### src/rtl/gmii_tx_framer.sv
// gmii_tx_framer: wraps a raw MAC frame byte stream into a GMII transmit frame
// (preamble, SFD, payload, optional zero pad, CRC-32 FCS, inter-frame gap).
// Optional feature macro: GMII_TX_PAD_EN -- when defined, frames shorter than
// MIN_FRAME bytes are zero-padded before the FCS.
module gmii_tx_framer #(
  parameter int IFG_CYCLES = 12,
  parameter int MIN_FRAME  = 60
) (
  input  logic       gmii_tx_clk,
  input  logic       rst_n,
  input  logic [7:0] s_data,
  input  logic       s_valid,
  input  logic       s_last,
  output logic       s_ready,
  output logic [7:0] gmii_tx_data,
  output logic       gmii_tx_en,
  output logic       gmii_tx_er,
  output logic       busy,
  output logic       frame_done,
  output logic       underrun
);

  typedef enum logic [2:0] {IDLE, PRE, SFD, DATA, PAD, FCS, ERR, IFG} state_t;

  localparam logic [7:0] IFG_LAST = 8'(IFG_CYCLES - 1);

  state_t      state_reg, state_next;
  logic [2:0]  pre_cnt_reg, pre_cnt_next;
  logic [7:0]  ifg_cnt_reg, ifg_cnt_next;
  logic [1:0]  fcs_idx_reg, fcs_idx_next;
  logic [31:0] crc_reg, crc_next;
  logic [10:0] byte_cnt_reg, byte_cnt_next;
  logic [10:0] cnt_inc;
  logic        last_seen_reg, last_seen_next;
  logic [7:0]  tx_data_next;
  logic        tx_en_next, tx_er_next, frame_done_next, underrun_next;
  logic        enter_fcs;
  logic [7:0]  fcs_byte [4];

`ifdef GMII_TX_PAD_EN
  localparam logic [10:0] MIN_CNT = 11'(MIN_FRAME);
`else
  logic [10:0] unused_min_frame;
  assign unused_min_frame = 11'(MIN_FRAME);
`endif

  // Reflected IEEE 802.3 CRC-32, one byte per call.
  function automatic logic [31:0] crc32_byte(input logic [31:0] crc, input logic [7:0] d);
    logic [31:0] c;
    c = crc ^ {24'h0, d};
    for (int i = 0; i < 8; i++) begin
      c = c[0] ? ((c >> 1) ^ 32'hEDB8_8320) : (c >> 1);
    end
    return c;
  endfunction

  // FCS is the inverted CRC, sent least-significant byte first.
  for (genvar gi = 0; gi < 4; gi++) begin : g_fcs
    assign fcs_byte[gi] = ~crc_reg[8*gi +: 8];
  end

  assign cnt_inc = (byte_cnt_reg == 11'h7FF) ? byte_cnt_reg : byte_cnt_reg + 11'd1;
  assign s_ready = (state_reg == SFD) || ((state_reg == DATA) && !last_seen_reg);
  assign busy    = (state_reg != IDLE);

  // Next state plus the GMII byte that the next state will drive.
  always_comb begin
    state_next      = state_reg;
    pre_cnt_next    = pre_cnt_reg;
    ifg_cnt_next    = ifg_cnt_reg;
    fcs_idx_next    = fcs_idx_reg;
    crc_next        = crc_reg;
    byte_cnt_next   = byte_cnt_reg;
    last_seen_next  = last_seen_reg;
    tx_data_next    = 8'h00;
    tx_en_next      = 1'b0;
    tx_er_next      = 1'b0;
    frame_done_next = 1'b0;
    underrun_next   = 1'b0;
    enter_fcs       = 1'b0;
    case (state_reg)
      IDLE: begin
        if (s_valid) begin
          state_next   = PRE;
          pre_cnt_next = 3'd0;
          tx_data_next = 8'h55;
          tx_en_next   = 1'b1;
        end
      end
      PRE: begin
        tx_en_next = 1'b1;
        if (pre_cnt_reg == 3'd6) begin
          state_next     = SFD;
          tx_data_next   = 8'hD5;
          crc_next       = 32'hFFFF_FFFF;
          byte_cnt_next  = 11'd0;
          last_seen_next = 1'b0;
        end else begin
          pre_cnt_next = pre_cnt_reg + 3'd1;
          tx_data_next = 8'h55;
        end
      end
      SFD, DATA: begin
        if ((state_reg == DATA) && last_seen_reg) begin
`ifdef GMII_TX_PAD_EN
          if (byte_cnt_reg < MIN_CNT) begin
            state_next    = PAD;
            tx_en_next    = 1'b1;
            crc_next      = crc32_byte(crc_reg, 8'h00);
            byte_cnt_next = cnt_inc;
          end else begin
            enter_fcs = 1'b1;
          end
`else
          enter_fcs = 1'b1;
`endif
        end else if (s_valid) begin
          state_next     = DATA;
          tx_data_next   = s_data;
          tx_en_next     = 1'b1;
          crc_next       = crc32_byte(crc_reg, s_data);
          byte_cnt_next  = cnt_inc;
          last_seen_next = s_last;
        end else begin
          state_next    = ERR;
          tx_en_next    = 1'b1;
          tx_er_next    = 1'b1;
          underrun_next = 1'b1;
        end
      end
`ifdef GMII_TX_PAD_EN
      PAD: begin
        if (byte_cnt_reg >= MIN_CNT) begin
          enter_fcs = 1'b1;
        end else begin
          tx_en_next    = 1'b1;
          crc_next      = crc32_byte(crc_reg, 8'h00);
          byte_cnt_next = cnt_inc;
        end
      end
`endif
      FCS: begin
        if (fcs_idx_reg == 2'd3) begin
          state_next      = IFG;
          ifg_cnt_next    = 8'd0;
          frame_done_next = 1'b1;
        end else begin
          fcs_idx_next = fcs_idx_reg + 2'd1;
          tx_data_next = fcs_byte[fcs_idx_reg + 2'd1];
          tx_en_next   = 1'b1;
        end
      end
      ERR: begin
        state_next   = IFG;
        ifg_cnt_next = 8'd0;
      end
      IFG: begin
        if (ifg_cnt_reg == IFG_LAST) begin
          // A frame already waiting starts straight from the last gap cycle
          // so back-to-back frames see exactly IFG_CYCLES idle bytes.
          if (s_valid) begin
            state_next   = PRE;
            pre_cnt_next = 3'd0;
            tx_data_next = 8'h55;
            tx_en_next   = 1'b1;
          end else begin
            state_next = IDLE;
          end
        end else begin
          ifg_cnt_next = ifg_cnt_reg + 8'd1;
        end
      end
      default: state_next = IDLE;
    endcase
    if (enter_fcs) begin
      state_next   = FCS;
      fcs_idx_next = 2'd0;
      tx_data_next = fcs_byte[0];
      tx_en_next   = 1'b1;
    end
  end

  // State, datapath and registered GMII outputs.
  always_ff @(posedge gmii_tx_clk or negedge rst_n) begin
    if (!rst_n) begin
      state_reg     <= IDLE;
      pre_cnt_reg   <= 3'd0;
      ifg_cnt_reg   <= 8'd0;
      fcs_idx_reg   <= 2'd0;
      crc_reg       <= 32'hFFFF_FFFF;
      byte_cnt_reg  <= 11'd0;
      last_seen_reg <= 1'b0;
      gmii_tx_data  <= 8'h00;
      gmii_tx_en    <= 1'b0;
      gmii_tx_er    <= 1'b0;
      frame_done    <= 1'b0;
      underrun      <= 1'b0;
    end else begin
      state_reg     <= state_next;
      pre_cnt_reg   <= pre_cnt_next;
      ifg_cnt_reg   <= ifg_cnt_next;
      fcs_idx_reg   <= fcs_idx_next;
      crc_reg       <= crc_next;
      byte_cnt_reg  <= byte_cnt_next;
      last_seen_reg <= last_seen_next;
      gmii_tx_data  <= tx_data_next;
      gmii_tx_en    <= tx_en_next;
      gmii_tx_er    <= tx_er_next;
      frame_done    <= frame_done_next;
      underrun      <= underrun_next;
    end
  end

endmodule

### config.mk
export PLATFORM = sky130hd
export DESIGN_NAME = gmii_tx_framer
export DESIGN_NICKNAME = d
export VERILOG_FILES = /design/src/rtl/gmii_tx_framer.sv
export SDC_FILE = /design/constraint.sdc
export NUM_CORES = 1
export LEC_CHECK = 0
export ABC_AREA = 0
export CORE_ASPECT_RATIO = 0.9
export CORE_UTILIZATION = 25
export CTS_CLUSTER_DIAMETER = 80
export DETAILED_ROUTE_END_ITERATION = 8
export SLEW_MARGIN = 20
export SYNTH_ARGS = -nofsm -noshare
export SYNTH_HDL_FRONTEND = slang
export SYNTH_SLANG_ARGS = --single-unit
### constraint.sdc
create_clock -name gmii_tx_clk -period 2.3 [get_ports gmii_tx_clk]
set_input_delay 0.23 -clock gmii_tx_clk [delete_from_list [all_inputs] [get_ports gmii_tx_clk]]
set_output_delay 0.23 -clock gmii_tx_clk [all_outputs]
set_load 0.02 [all_outputs]
==> metrics.txt, run 1 <==
status=finished clean; CTS tree=yes; IO Count=26; Critical Path RT=around 2.1 ns; YS warnings=0; RSZ-0062 raised after global routing=no; crit path max fanout=14; Yosys cell types=46; total CTS buffers=9; Clock Skews=0.00599 ns; initial antenna violation count=0; Max Cap Viol=0; GR Util All Layers=0.130; Multi-input gate area=about 2000 µm²; setup violators final=0; Worst-path clk slew=roughly 0.050 ns; Sink Count=60; Area Growth Syn to Fin=26.8%; WP depth=3; starting density of the core=0.258; Net Sw Frac=0.385; final WL=8.75 mm; HP Class=in2async; die width=between 100 and 150 µm; GPL Wtd Cong=0.792; Max clock buf depth=2; final setup margin=~0.15 ns; Antenna diodes=0; Max rail drop VDD=579 µV; Pwr Density=roughly 1900 nW/µm²; vias in the first global route=about 2,800; relative slew slack=0.442; vias=about 2,700; # rows=41; Crit path buffers/inverters=2; Slew Viols, Final=0; Routed Antenna Nets=0; fmax=approximately 460 MHz; die area=~15,000 µm²; commonest non-fill, non-tap cells in the layout=44 x xnor2_1, 41 x nor2_1, 32 x nand2_1, 32 x dfstp_2, 31 x a21oi_1; Setup TNS=0 ns; Seq pwr share=0.248; gr ovfl total=0; postcts setup bufs=0; Net Sw Power=roughly 3.4 mW; fin util=0.327; first-pass GRT wire length=roughly 15 mm; max reg flops=32; Root Driver=clkbuf_16; Logic pwr share=0.573; Setup crit start kind=flip-flop; routed wire length per instance=roughly 15 µm; Post-synth EDFFs=0; Lkg Pwr=1.81 nW; Top delay family on crit path=buffers and inverters; Fin. Hold Viols=0; minimum clock period=between 2 and 2.5 ns; post-DP HPWL=6.00 mm; Post-CTS Resized=0; Post-Syn Area per Cell=10.2 µm²; Clock Power Share=0.179; fin nets=415; 1st-iter DRT viols=208; worst-path cell chain=inv_1 -> nand2_1 -> clkdlybuf4s50_1; Reg2Reg Depth=6; Hold WS=0.0614 ns; CP Data Arrival Time=approximately 1.9 ns; pre-CTS setup slack=-0.00116 ns; Synth async-reset ratio=1.00; top_reg_cell synth=dfstp_2; critical path class=reg2out; clk_lat worst skew=between 0.3 and 0.4 ns; Inst Count DP=581; CTS Hold Bufs=0; Die Y=between 100 and 150 µm; routed vias/inst=around 4.5; Finished Layout Cells=between 500 and 600; Mapped Cells=around 360; commonest non-fill, non-tap cell in the layout=xnor2_1; register area=about 1500 µm²; post-synthesis sequential area ratio=0.424; layout cells sized above 1=0.243; DRC Markers=0; Crit. End Element=output pin; Synth Cell Area=3630 µm²; largest net degree at the start of global routing=61; Fillers=around 1,400; Slew @ Worst Pin=between 0.8 and 0.9 ns; port bufs=25; CP max stage cell=clkdlybuf4s50_1; Pint=between 5 and 6 mW; core area=around 14,000 µm²; max incr delay on CP=just over 0.6 ns; DR pass1 iterations=5; final worst path period share=0.936; Synth Register Bits=60; CTS H-tree depth=3; syn_nets=around 370
synth_stat cells (all sizes together), types with 2 or more instances:
cell type	n	area [µm²]
o22a	4	35.0
and2	5	31.3
nor3	3	15.0
a21oi	32	160
xor2	26	292
buf	3	15.0
inv	6	22.5
or2	3	18.8
o21a	2	15.0
o21ai	29	145
dfrtp	28	701
nor2b	3	18.8
mux4	8	180
nand3	6	30.0
nor2	41	154
o22ai	3	18.8
nand2	32	120
ha	4	50.1
clkbuf	15	56.3
xnor2	50	505
xnor3	3	67.6
dfstp	32	841
cell families after synthesis:
logic type	Yosys count	synth area share
buffers and inverters	24	0.0258
xor gates and xnor gates	79	0.238
muxes	9	0.0527
DFF	60	0.424
AOI/OAI and AO/OA	81	0.127
and+or+nand+nor	99	0.118
adders and majority gates	4	0.0138
power groups by stage:
| stage | registers (mW) | clock network (mW) | logic, mW |
|---|---|---|---|
| floorplan | 2.12 | 0 | 3.74 |
| global placement | 2.19 | 0 | 5.07 |
| detailed placement | 2.21 | 0 | 5.11 |
| CTS | 2.20 | 1.63 | 5.15 |
| global route | 2.28 | 1.68 | 5.65 |
| finish | 2.21 | 1.59 | 5.11 |
layer usage:
layer,GRT usage,part of all wire
met5,0,0
met4,0.0384,0.015
met3,0.0408,0.040
met2,0.205,0.47
met1,0.172,0.48
area by class of cell:
class | instances | share of cell area
clock buffer | 12 | 0.0557
timing repair buffer | 50 | 0.0967
sequential | 60 | 0.335
inverter | 6 | 0.00489
tap | 193 | 0.0524
multi-input combinational | 272 | 0.435
clock inverter | 4 | 0.0206
through the flow:
step                      instance area, µm²  total power [mW]
after floorplan                         3630              5.86
after global placement                  4250              7.25
after detailed placement                4250              7.32
after CTS                               4610              8.98
after global routing                    4610              9.61
final                                   4610              8.90
final timing paths:
path,start,endpoint,slack [ns]
max in group asynchronous,rst_n,state_reg[0],1.66
min,rst_n,ifg_cnt_reg[1],0.06
min reg2reg,fcs_idx_reg[1],fcs_idx_reg[1],0.51
max reg2reg,fcs_idx_reg[1],gmii_tx_data[5],0.25
min in group gmii_tx_clk,s_last,last_seen_reg,0.45
max,state_reg[2],busy,0.15
(Power assumes the default switching activity.)
==> inputs of run 2 (changes only) <==
CTS_CLUSTER_SIZE = 12   (was default)
==> results of run 2 <==
No change in the layout: final DEF, timing and power equal those of run 1.
